<file path="src/rtl/alarm_registers.sv">
// Alarm time storage for the digital clock: independent hour and minute
// modulo counters advanced by level-sampled enables from the UI controller.
module alarm_registers #(
    parameter int unsigned HOURS_MAX   = 23,
    parameter int unsigned MINUTES_MAX = 59
) (
    input  logic       sys_clk,
    input  logic       rst_n,
    input  logic       inc_alarm_hours_en,
    input  logic       inc_alarm_minutes_en,
    output logic [4:0] alarm_hours,
    output logic [5:0] alarm_minutes
);

    localparam logic [4:0] HOURS_LAST   = 5'(HOURS_MAX);
    localparam logic [5:0] MINUTES_LAST = 6'(MINUTES_MAX);

    logic [4:0] hours_p0;
    logic [5:0] minutes_p0;

    // Using >= rather than == makes any out-of-range value fall back to 0
    function automatic logic [4:0] wrap_hours(input logic [4:0] h);
        return (h >= HOURS_LAST) ? 5'd0 : h + 5'd1;
    endfunction

    function automatic logic [5:0] wrap_minutes(input logic [5:0] m);
        return (m >= MINUTES_LAST) ? 6'd0 : m + 6'd1;
    endfunction

    // Fields are deliberately independent: a minute wrap never carries into hours
    always_ff @(posedge sys_clk or negedge rst_n) begin
        if (!rst_n) begin
            hours_p0   <= 5'd0;
            minutes_p0 <= 6'd0;
        end else begin
            if (inc_alarm_hours_en)
                hours_p0 <= wrap_hours(hours_p0);
            if (inc_alarm_minutes_en)
                minutes_p0 <= wrap_minutes(minutes_p0);
        end
    end

    assign alarm_hours   = hours_p0;
    assign alarm_minutes = minutes_p0;

endmodule

</file>
<file path="config.mk">
export PLATFORM = sky130hd
export DESIGN_NAME = alarm_registers
export DESIGN_NICKNAME = d
export VERILOG_FILES = /design/src/rtl/alarm_registers.sv
export SDC_FILE = /design/constraint.sdc
export NUM_CORES = 1
export LEC_CHECK = 0
export ABC_AREA = 1
export BUFFER_PORTS_ARGS = -buffer_cell sky130_fd_sc_hd__buf_2
export CORE_AREA = 5 5 42 44
export CTS_CLUSTER_DIAMETER = 150
export DETAILED_ROUTE_END_ITERATION = 10
export DIE_AREA = 0 0 47 49
export GPL_ROUTABILITY_DRIVEN = 0
export GPL_TIMING_DRIVEN = 1
export PLACE_DENSITY_LB_ADDON = 0.1
export REMOVE_ABC_BUFFERS = 1
export SETUP_SLACK_MARGIN = 0.5
export SYNTH_ARGS = -nofsm -noshare
export SYNTH_HDL_FRONTEND = slang
export SYNTH_SLANG_ARGS = --single-unit
</file>
<file path="constraint.sdc">
create_clock -name sys_clk -period 1.45 [get_ports sys_clk]
set_input_delay 0.0725 -clock sys_clk [delete_from_list [all_inputs] [get_ports sys_clk]]
set_output_delay 0.0725 -clock sys_clk [all_outputs]
set_load 0.02 [all_outputs]
</file>
# Word-level counts from Yosys, hierarchy flattened
# Cells that the tools add are included.
# classes
muxes,2
n_addsub,2
n_lt_le_gt_ge,2
# op_table
operator,n
"6-bit by 1-bit adder with 6-bit output, second input constant",1
"6-bit >= comparator, second input constant",1
6-bit two-way mux,1
"5-bit by 1-bit adder with 5-bit output, second input constant",1
"5-bit >= comparator, second input constant",1
5-bit two-way mux,1
# word_totals
out_inout_bits,11
wordCells,8
register_bits,11
in_bits,4

# Logic depth before layout (Yosys ltp)
# Gate-level depths: netlist (run 1).
# depth
word_depth,2
depth_mapped,6
mapped_depth_nobuf,6

# Least setup slack after synthesis (run 1)
# OpenSTA, ideal clock, no wires.
# synth_path
path_kind,register -> register
from,reg hours_p0[1] (netlist: alarm_hours[1])
to,reg hours_p0[4] (netlist: alarm_hours[4])
setup_ns,0.120
n_path_buf,0
required_ns,1.330
stages_incl_launch_ff,7
t_arrival_ns,1.034
period_less_slack_ns,1.154
path_slack_ns,0.296
path_cell_list,dfrtp_1 ha_1 nand2_1 nand2_1 nand3_1 o21ai_0 inv_1
# synth_between
elab_chain_cells,2
word_cells_on_any_way,3
cone_classes,add/sub (1); order compare (1); mux (1)
# synth_lines
item,line_no,rtl
start: declaration,18,logic [4:0] hours_p0;
start signal: assignment,37,hours_p0 <= wrap_hours(hours_p0);
5-bit by 1-bit adder with 5-bit output or 5-bit >= comparator (tied branches),23,return (h >= HOURS_LAST) ? 5'd0 : h + 5'd1;
5-bit two-way mux (*),23,
# Mark *: on every way between the ends. The rest lies on a longest branch, timed or not.
# A chain may end at the register's enable or synchronous reset.

# Worst setup path in the final report (run 1)
# layout_path
from,reg hours_p0[1] (netlist: alarm_hours[1])
to,reg hours_p0[2] (netlist: alarm_hours[2])
# The elaborated chain is that of the path after synthesis.

==> results of run 1 <==
## power groups by stage
stage / Sequential (W) / Combinational [W] / Clock, W
floorplan: 0.000755 / 0.000297 / 0
global placement: 0.000597 / 0.000680 / 0
detailed placement: 0.000606 / 0.000683 / 0
CTS: 0.000614 / 0.000896 / 0.000215
global route: 0.000689 / 0.00127 / 0.000228
finish: 0.000664 / 0.00117 / 0.000205
## cells by family (layout without fill, tap and decap cells)
logic type,count (synthesis),in the layout
simple gates,42,42
buf+inv,9,36
fa+ha+maj,2,2
flops,11,11
compound gates,9,9
## stage by stage
step / power, W / utilization (%) / instances / setup WS (ns)
after CTS: 0.00173 / 56.3 / 111 / 0.412
after floorplan: 0.00105 / - / 72 / 0.296
after global routing: 0.00219 / 65.4 / 116 / 0.330
final: 0.00204 / 65.4 / 116 / 0.404
after detailed placement: 0.00129 / 46.5 / 102 / 0.305
after global placement: 0.00128 / 46.5 / 102 / 0.304
## worst paths after layout
check,slack (ns),cells after the start,to,startpoint
setup / recovery,0.40,6,alarm_hours[2],alarm_hours[1]
hold / removal,0.10,2,alarm_hours[0],inc_alarm_hours_en
setup reg to reg,0.40,6,alarm_hours[2],alarm_hours[1]
hold reg to reg,0.56,3,alarm_hours[3],alarm_hours[3]
max in group asynchronous,1.03,2,alarm_minutes[2],rst_n
min in group asynchronous,0.20,2,alarm_minutes[0],rst_n
## area by class of cell
| type | count | area, µm² |
|---|---|---|
| Sequential cell | 11 | 280 |
| Fill cell | 121 | 485 |
| Tap cell | 16 | 20.0 |
| Clock buffer | 4 | 26.3 |
| Multi-Input combinational cell | 53 | 354 |
| Inverter | 8 | 30.0 |
| Timing Repair Buffer | 24 | 205 |
## timing repair
action | CTS | global route
setup endpoints to repair | 13 | 20
hold buffers | 1 | 0
pin swaps | 12 | 12
resized for setup | 20 | 29
hold endpoints to repair | 11 | 0
setup buffers | 4 | 5
## state kept, by name (all words and copies together), names as in the netlist
signal,flops
alarm_hours,5
alarm_minutes,6
## cells in the final DEF (no fill, tap or decap), drive strengths merged
cell	count
dfrtp	11
nand3b	1
nor3	1
nand2	22
clkbuf	4
o21bai	2
dlygate4sd3	1
nand3	7
inv	8
buf	23
a21oi	2
o21ai	5
or2	1
nor2	10
ha	2
## per-layer routing
metal  vias to the layer above  wire length (µm)
li1                        288                 -
met1                       253               581
met2                        17               775
met3                         8                66
met4                         0                55
met5                         -                 0
==> flow_summary_export.csv, run 1 <==
group,metric,value,unit
global_route,grt_max_degree,12,
logic_synthesis,synth_common_cells,"nand2_1 (22), dfrtp_1 (11), nor2_1 (9)",
logic_synthesis,synth-simple-area-share,31.9,%
setup_path,crit_path_end_kind,"flip-flop",
pwr,p_int,0.00114,W
global_route,grt_overflow,0,
worst_hold_path,holdCritPathClass,"in2reg",
logic_synthesis,synth-xor-area-share,0,%
die,start_util,40.6,%
die,die_w,47,µm
global_route,antenna_found_initial,0,
sta,maxSlewViolCount,0,
die,ios,15,
run,cap_violations,0,
clocking,cts_tree,"done",
die,rows,14,
setup_path,slowest_delay,0.38,ns
logic_synthesis,synthAdderAreaFrac,4.40,%
pwr,peakVddDrop,0.00104,V
setup_path,cp_data_arrival_time,1.21,ns
clocking,cts_sinks,11,
sta,finClkSkew,0.00247,ns
logic_synthesis,ys_top_cells_by_area,"dfrtp_1 (48%), nand2_1 (15%), nand3_1 (6.2%), nor2_1 (5.9%), inv_1 (4.6%)",
routing,ant_nets,0,
logic_synthesis,synth_edf_count,0,
die,die_area,0.00230,mm²
die,core,0.00140,mm²
setup_path,crit_slowest_cell,"dfrtp_1",
logic_synthesis,ys_seq_area_share,48.4,%
pwr,seq_power_share,32.6,%
sta,hold_ws,0.100,ns
sta,fin_crit_sh,72.2,%
setup_path,path_class,"reg2reg",
routing,drt-initial-drc-count,3,
routing,wl_per_cell,12.7,µm
sta,setup_tns,0,ns
logic_synthesis,synth_warnings,0,
sta,slew_headroom,83.5,%
logic_synthesis,synth_compound_gate_area_share,8.79,%
sta,tightest_slew,0.247,ns
logic_synthesis,syn_inst,73,
routing,routed_wl,1.48,mm
setup_path,required,1.61,ns
logic_synthesis,synth_top_area_share,48.4,%
logic_synthesis,synth_area,569,µm²
logic_synthesis,synth_top_family_by_area,"simple AND/OR/NAND/NOR gates",
global_route,grt.met3_usage,3.69,%
setup_path,path_max_fanout,3,
setup_path,cp_top_family,"flip-flops",
setup_path,path_cells,"ha_2, nand2_2, nand2_2, nand3_2, nand3b_1, inv_1",
logic_synthesis,synthMuxAreaShare,0,%
sta,rsz0062_at_grt,"yes",
clocking,cts_buffers,3,
sta,fin_crit,1.05,ns
routing,vias,566,
global_route,gr-usage-met2,22.4,%
clocking,cts_max_path_buffers,2,
logic_synthesis,synthArstFlopShare,100,%
global_route,grt_use_met1,15.9,%
global_route,grt_usage,14.5,%
cells_and_area,finalNetCount,107,
routing,remaining_drc_errors,0,
clocking,cts_root_buf,"clkbuf_4",
placed_design,dp_hpwl,902,µm
pwr,power_density,2230,mW/mm²
cells_and_area,drive_above_1_share,50.0,%
sta,setup_viol,0,
logic_synthesis,synth.distinct_cells,16,
pwr,p_sw,0.000901,W
setup_path,timing.critical_path.buf_inv,1,
logic_synthesis,syn_area_per_cell,7.80,µm²
cells_and_area,n_antenna_cell,0,
logic_synthesis,synth-seq-cells,11,
clocking,clkSlewWorstSetupHoldPaths,0.07,ns
sta,clock.fmax,956,MHz
cells_and_area,syn_to_final_growth,60.9,%
global_route,grt_pass1_vias,546,
logic_synthesis,synth_top_cell_by_area,"dfrtp_1",
logic_synthesis,synth-main-ff-cell,"dfrtp_1",
clocking,h-tree-depth,1,
pwr,power_frac_comb,57.4,%
clocking,clk_latency,0.26,ns
global_route,grt_first_pass_wirelength,2.36,mm
logic_synthesis,yosysMostFrequentCell,"nand2_1",
status,run_status,"finished clean",
routing,viasPerCell,4.88,
placed_design,placed_cell_area,652,µm²
setup_path,critPathMostFrequentCell,"nand2_2",
routing,dr.pass1.iters,2,
setup_path,start_kind,"flip-flop",
pwr,swShare,44.2,%
die,die_h,49,µm
global_route,grt-busiest-layer,"met2",
sta,finalHoldViolCount,0,
placed_design,port_buffers,14,
pwr,clkPwrFrac,10.0,%
cells_and_area,postLayoutCellArea,916,µm²
pwr,leakage,0.448,nW
No activity file was read; power rests on OpenSTA's default activity.
==> run 2: changes to the inputs <==
==> constraint.sdc (replaced) <==
create_clock -name sys_clk -period 1.1 [get_ports sys_clk]
set_input_delay 0.055 -clock sys_clk [delete_from_list [all_inputs] [get_ports sys_clk]]
set_output_delay 0.055 -clock sys_clk [all_outputs]
set_load 0.02 [all_outputs]
==> flow_summary_export.csv, run 2 (synthesized netlist as in run 1, its figures left out) <==
group,metric,value,unit
status,run_status,"finished clean",
cells_and_area,n_antenna_cell,0,
placed_design,port_buffers,14,
sta,finalHoldViolCount,0,
worst_hold_path,holdCritPathClass,"in2reg",
die,core,0.00140,mm²
sta,hold_ws,0.0735,ns
cells_and_area,fill_cells,126,
cells_and_area,stdcell_count,114,
cells_and_area,syn_to_final_growth,57.1,%
clocking,cts_tree,"done",
setup_path,cp_data_arrival_time,1.26,ns
global_route,grt_max_degree,12,
routing,routed_wl,1.37,mm
routing,ant_nets,0,
clocking,cts_buffers,3,
routing,viasPerCell,5.03,
pwr,power_density,2940,mW/mm²
cells_and_area,layout_common_cells,"nand2_1 (16), buf_6 (14), dfrtp_1 (9), inv_1 (7)",
setup_path,crit_path_end_kind,"flip-flop",
die,rows,14,
setup_path,path_class,"reg2reg",
global_route,grt_pass1_vias,587,
global_route,grt_usage,14.8,%
sta,maxSlewViolCount,0,
routing,m1WireLength,557,µm
sta,rsz0062_at_grt,"yes",
placed_design,dp_hpwl,924,µm
die,die_w,47,µm
routing,wl_per_cell,12.0,µm
run,cap_violations,0,
sta,fin_crit_sh,97.3,%
cells_and_area,seq_area,278,µm²
routing,vias,573,
cells_and_area,drive_above_1_share,41.8,%
global_route,grt_overflow,0,
setup_path,slowest_delay,0.42,ns
routing,met3_length,61,µm
routing,remaining_drc_errors,0,
die,die_area,0.00230,mm²
sta,clock.fmax,935,MHz
routing,drt-initial-drc-count,11,
pwr,leakage,0.431,nW
clocking,clkSlewWorstSetupHoldPaths,0.07,ns
setup_path,cp_top_family,"flip-flops",
cells_and_area,multiInputGateArea,328,µm²
cells_and_area,final_common_cell,"nand2_1",
clocking,clk_latency,0.27,ns
pwr,peakVddDrop,0.00134,V
setup_path,timing.critical_path.buf_inv,0,
routing,top_layer,"met4",
setup_path,start_kind,"flip-flop",
sta,tightest_slew,0.247,ns
sta,slew_headroom,83.5,%
clocking,cts_max_path_buffers,2,
global_route,antenna_found_initial,0,
cells_and_area,largest_reg_flops,6,
sta,fin_crit,1.07,ns
sta,finClkSkew,0.00280,ns
setup_path,crit_slowest_cell,"dfrtp_1",
global_route,grt_first_pass_wirelength,2.39,mm
setup_path,path_max_fanout,3,
clocking,cts_sinks,11,
clocking,h-tree-depth,1,
die,start_util,40.6,%
cells_and_area,finalNetCount,105,
sta,setup_viol,0,
die,ios,15,
pwr,design_power_total,0.00263,W
routing,wl_met2,702,µm
setup_path,path_cells,"ha_4, nor2_4, nor3_4, a21oi_1",
clocking,cts_root_buf,"clkbuf_4",
setup_path,required,1.29,ns
routing,dr.pass1.iters,4,
placed_design,place_inst,107,
die,die_h,49,µm
==> run 2: cell types whose count changed in the layout (fill, tap and decap cells not counted), moves of 2 or more <==
cell	change
dfrtp_1	+2
dfrtp_2	-2
nand3_2	-3
buf_4	-3
nand3_1	+3
buf_6	+4
buf_2	-3
==> run 2: worst register-to-register path: cells and delay by family, from the launching register on <==
family | cells | cell delay (ns)
AO/OA/AOI/OAI | 1 | 0.15
adder cells (fa/ha/maj) | 1 | 0.19
flip-flops | 1 | 0.42
AND/OR/NAND/NOR | 2 | 0.23
==> run 2: power breakdown <==
| part | switching (W) | leakage, nW | internal, W |
|---|---|---|---|
| registers | 0.000207 | 0.133 | 0.000597 |
| clock network | 0.000133 | 0.0150 | 0.000141 |
| logic | 0.000785 | 0.284 | 0.000763 |
| total | 0.00113 | 0.431 | 0.00150 |
==> run 2: repair_timing <==
item	4_1_cts	5_1_grt
buffers inserted	2	0
pin swaps	5	11
setup endpoints to repair	22	22
hold endpoints to repair	11	0
cloned	0	0
hold buffers	1	0
resized for setup	37	11
==> run 2: metal layers <==
metal	up-vias	GRT usage, %
met1	261	16.7
li1	281	-
met5	-	0
met2	23	22.4
met3	8	3.32
met4	0	12.0
==> run 2: cell type report <==
type,instances,share of cell area (%)
inverters,8,3.36
well taps,16,2.24
multi-input cells,53,36.6
clock buffers,4,2.94
repair buffers,22,23.8
flip-flops and latches,11,31.0
==> run 2: worst paths after layout <==
kind,startpoint,end,cells after the start,slack (ns)
setup reg to reg,alarm_minutes[1],alarm_minutes[5],4,0.03
hold reg to reg,alarm_hours[4],alarm_hours[4],2,0.54
min in group asynchronous,rst_n,alarm_hours[4],2,0.18
setup / recovery,alarm_minutes[1],alarm_minutes[5],4,0.03
max in group asynchronous,rst_n,alarm_hours[2],2,0.70
hold / removal,inc_alarm_hours_en,alarm_hours[0],2,0.07
==> run 2: per-stage QoR <==
| step | util, % | setup TNS (ns) | cell area, µm² | setup slack (ns) |
|---|---|---|---|---|
| 6_report | 63.8 | 0 | 895 | 0.0299 |
| 5_1_grt | 63.8 | -0.0200 | 895 | -0.0142 |
| 4_1_cts | 61.3 | 0 | 860 | 0.0680 |
| 3_5_place_dp | 49.2 | 0 | 689 | 0.0198 |
| 3_3_place_gp | 49.2 | 0 | 689 | 0.0411 |
| 2_1_floorplan | - | -0.351 | 562 | -0.0540 |
==> run 3: changes to the inputs <==
--- a/config.mk
+++ b/config.mk
@@ -5,16 +5,15 @@
 export SDC_FILE = /design/constraint.sdc
 export NUM_CORES = 1
 export LEC_CHECK = 0
-export ABC_AREA = 1
 export BUFFER_PORTS_ARGS = -buffer_cell sky130_fd_sc_hd__buf_2
 export CORE_AREA = 5 5 42 44
+export CTS_BUF_LIST = sky130_fd_sc_hd__clkbuf_2
 export CTS_CLUSTER_DIAMETER = 150
 export DETAILED_ROUTE_END_ITERATION = 10
 export DIE_AREA = 0 0 47 49
 export GPL_ROUTABILITY_DRIVEN = 0
 export GPL_TIMING_DRIVEN = 1
 export PLACE_DENSITY_LB_ADDON = 0.1
-export REMOVE_ABC_BUFFERS = 1
 export SETUP_SLACK_MARGIN = 0.5
 export SYNTH_ARGS = -nofsm -noshare
 export SYNTH_HDL_FRONTEND = slang
==> flow_summary_export.csv, run 3 <==
group,metric,value,unit
status,run_status,"finished with violations",
sta,finalHoldViolCount,0,
status,failed_checks,"negative setup slack",
cells_and_area,seq_area,288,µm²
sta,fin_crit,1.21,ns
cells_and_area,largest_reg_flops,6,
logic_synthesis,synth_area,559,µm²
logic_synthesis,synth_top_area_share,49.2,%
setup_path,r2r_start,"alarm_minutes[0]",
routing,viasPerCell,5.47,
global_route,grt_max_degree,13,
setup_path,crit_path_end_kind,"flip-flop",
routing,dr.pass1.iters,4,
cells_and_area,fill_cells,115,
die,die_w,47,µm
cells_and_area,final_common_cell,"buf_6",
pwr,peakVddDrop,0.00174,V
clocking,h-tree-depth,1,
setup_path,cp_data_arrival_time,1.39,ns
sta,setup_viol,8,
logic_synthesis,synth_top_cell_by_area,"dfrtp_1",
setup_path,start_kind,"flip-flop",
logic_synthesis,synth.distinct_cells,24,
logic_synthesis,synth-seq-cells,11,
sta,maxSlewViolCount,0,
die,rows,14,
logic_synthesis,synth-main-ff-cell,"dfrtp_1",
sta,clock.fmax,824,MHz
setup_path,path_cells,"ha_4, o2111a_2, nand2b_4, mux2i_1",
logic_synthesis,synth_warnings,0,
global_route,antenna_found_initial,0,
placed_design,preCtsSetupSlack,-0.0878,ns
logic_synthesis,ys_seq_area_share,49.2,%
cells_and_area,stdcell_count,106,
cells_and_area,multiInputGateArea,343,µm²
cells_and_area,n_antenna_cell,0,
sta,fin_crit_sh,110,%
logic_synthesis,syn_area_per_cell,9.81,µm²
worst_hold_path,holdCritPathClass,"in2reg",
cells_and_area,drive_above_1_share,63.3,%
logic_synthesis,yosysMostFrequentCell,"dfrtp_1",
clocking,cts_max_path_buffers,2,
sta,setup_tns,-0.448,ns
clocking,cts_buffers,3,
global_route,grt_usage,14.9,%
setup_path,path_max_fanout,4,
routing,wl_per_cell,14.8,µm
routing,ant_nets,0,
die,die_h,49,µm
die,die_area,0.00230,mm²
pwr,power_density,2570,mW/mm²
routing,drt-initial-drc-count,7,
placed_design,dp_hpwl,951,µm
clocking,cts_root_buf,"clkbuf_2",
sta,finClkSkew,0.00528,ns
clocking,clkSlewWorstSetupHoldPaths,0.11,ns
sta,rsz0062_at_grt,"yes",
sta,setup_ws,-0.113,ns
setup_path,path_class,"reg2reg",
routing,remaining_drc_errors,0,
pwr,leakage,0.420,nW
cells_and_area,syn_to_final_growth,71.4,%
clocking,clk_latency,0.25,ns
die,start_util,39.9,%
clocking,cts_tree,"done",
die,ios,15,
setup_path,cp-startpoint,"alarm_minutes[0]",
clocking,cts_sinks,11,
logic_synthesis,syn_inst,57,
die,core,0.00140,mm²
logic_synthesis,synth_common_cells,"dfrtp_1 (11), o21ai_0 (9), a21oi_1 (5)",
routing,vias,580,
worst_hold_path,hp-start,"inc_alarm_hours_en",
sta,slew_headroom,83.5,%
setup_path,slowest_delay,0.45,ns
global_route,grt_pass1_vias,577,
setup_path,required,1.28,ns
setup_path,crit_slowest_cell,"dfrtp_2",
cells_and_area,finalNetCount,97,
run,cap_violations,0,
placed_design,port_buffers,14,
cells_and_area,layout_common_cells,"buf_6 (15), buf_4 (11), dfrtp_2 (10), o21ai_1 (6)",
placed_design,place_inst,92,
logic_synthesis,syn-num-nets,63,
global_route,grt_overflow,0,
routing,routed_wl,1.57,mm
global_route,grt_first_pass_wirelength,2.50,mm
sta,tightest_slew,0.248,ns
logic_synthesis,synthArstFlopShare,100,%
logic_synthesis,synth_edf_count,0,
logic_synthesis,ys_top_cells_by_area,"dfrtp_1 (49%), o21ai_0 (8.1%), a21oi_1 (4.5%), ha_1 (4.5%), mux2i_1 (3.6%)",
-- run 3: cell types whose count changed after synthesis, sizes merged, moves of 5 or more --
cell,previous run,this run
nand2,22,4
o21ai,5,10
nand3,7,2
nor2,10,0
inv,8,3
-- run 3: final cells by class --
class                   instances  area share, %
inverters                       3           1.17
multi-input cells              42           35.8
repair buffers                 30           28.9
flip-flops and latches         11           30.0
clock buffers                   4           2.09
well taps                      16           2.09
-- run 3: path summary, 6_finish.rpt --
check | to | cells after the start | slack [ns]
max | alarm_minutes[0] | 4 | -0.11
min | alarm_hours[0] | 2 | 0.04
max reg2reg | alarm_minutes[0] | 4 | -0.11
min reg2reg | alarm_minutes[4] | 1 | 0.54
max in group asynchronous | alarm_hours[4] | 2 | 0.69
min in group asynchronous | alarm_hours[0] | 2 | 0.19
-- run 3: cells by family (layout without fill, tap and decap cells) --
kind of cell | count (synthesis) | after routing | share of synthesized area (%)
AO/OA/AOI/OAI | 23 | 23 | 25.3
adder cells (fa/ha/maj) | 2 | 2 | 4.47
buffers and inverters | 4 | 37 | 2.91
flip-flops | 11 | 11 | 49.2
multiplexers | 2 | 2 | 3.58
AND/OR/NAND/NOR | 15 | 15 | 14.5
-- run 3: per-layer routing --
layer  global-route usage, %  part of all wire (%)  routed length [µm]
met4                    9.22                   2.0                  31
met3                    2.21                   3.8                  59
met5                       0                     0                   0
met2                    24.9                    55                 866
met1                    16.6                    39                 609
-- run 3: where the power goes --
group	internal, W	switching, W
clock network	0.0000966	0.000130
registers	0.000586	0.000286
logic	0.000754	0.000610
-- run 3: timing repair --
item,4_1_cts,5_1_grt
hold endpoints to repair,11,0
gates cloned,0,0
pin swaps,6,4
gates resized for setup,32,5
setup endpoints to repair,22,22
hold buffers,1,0
buffers inserted,6,3
-- run 3: metrics by stage --
stage	hold slack [ns]	instance area (µm²)	total power (W)	util, %
floorplan	-0.241	601	0.00135	-
global placement	-0.0648	731	0.00173	52.1
detailed placement	-0.0583	731	0.00174	52.1
CTS	0.0109	913	0.00234	65.2
global route	0.0463	958	0.00264	68.4
finish	0.0371	958	0.00246	68.4
-- run 3: critical path: cells and delay by family, from the launching register on --
family | cells | cell delay [ns]
fa+ha+maj | 1 | 0.17
mux | 1 | 0.11
compound gates | 1 | 0.28
flops | 1 | 0.45
simple gates | 1 | 0.14
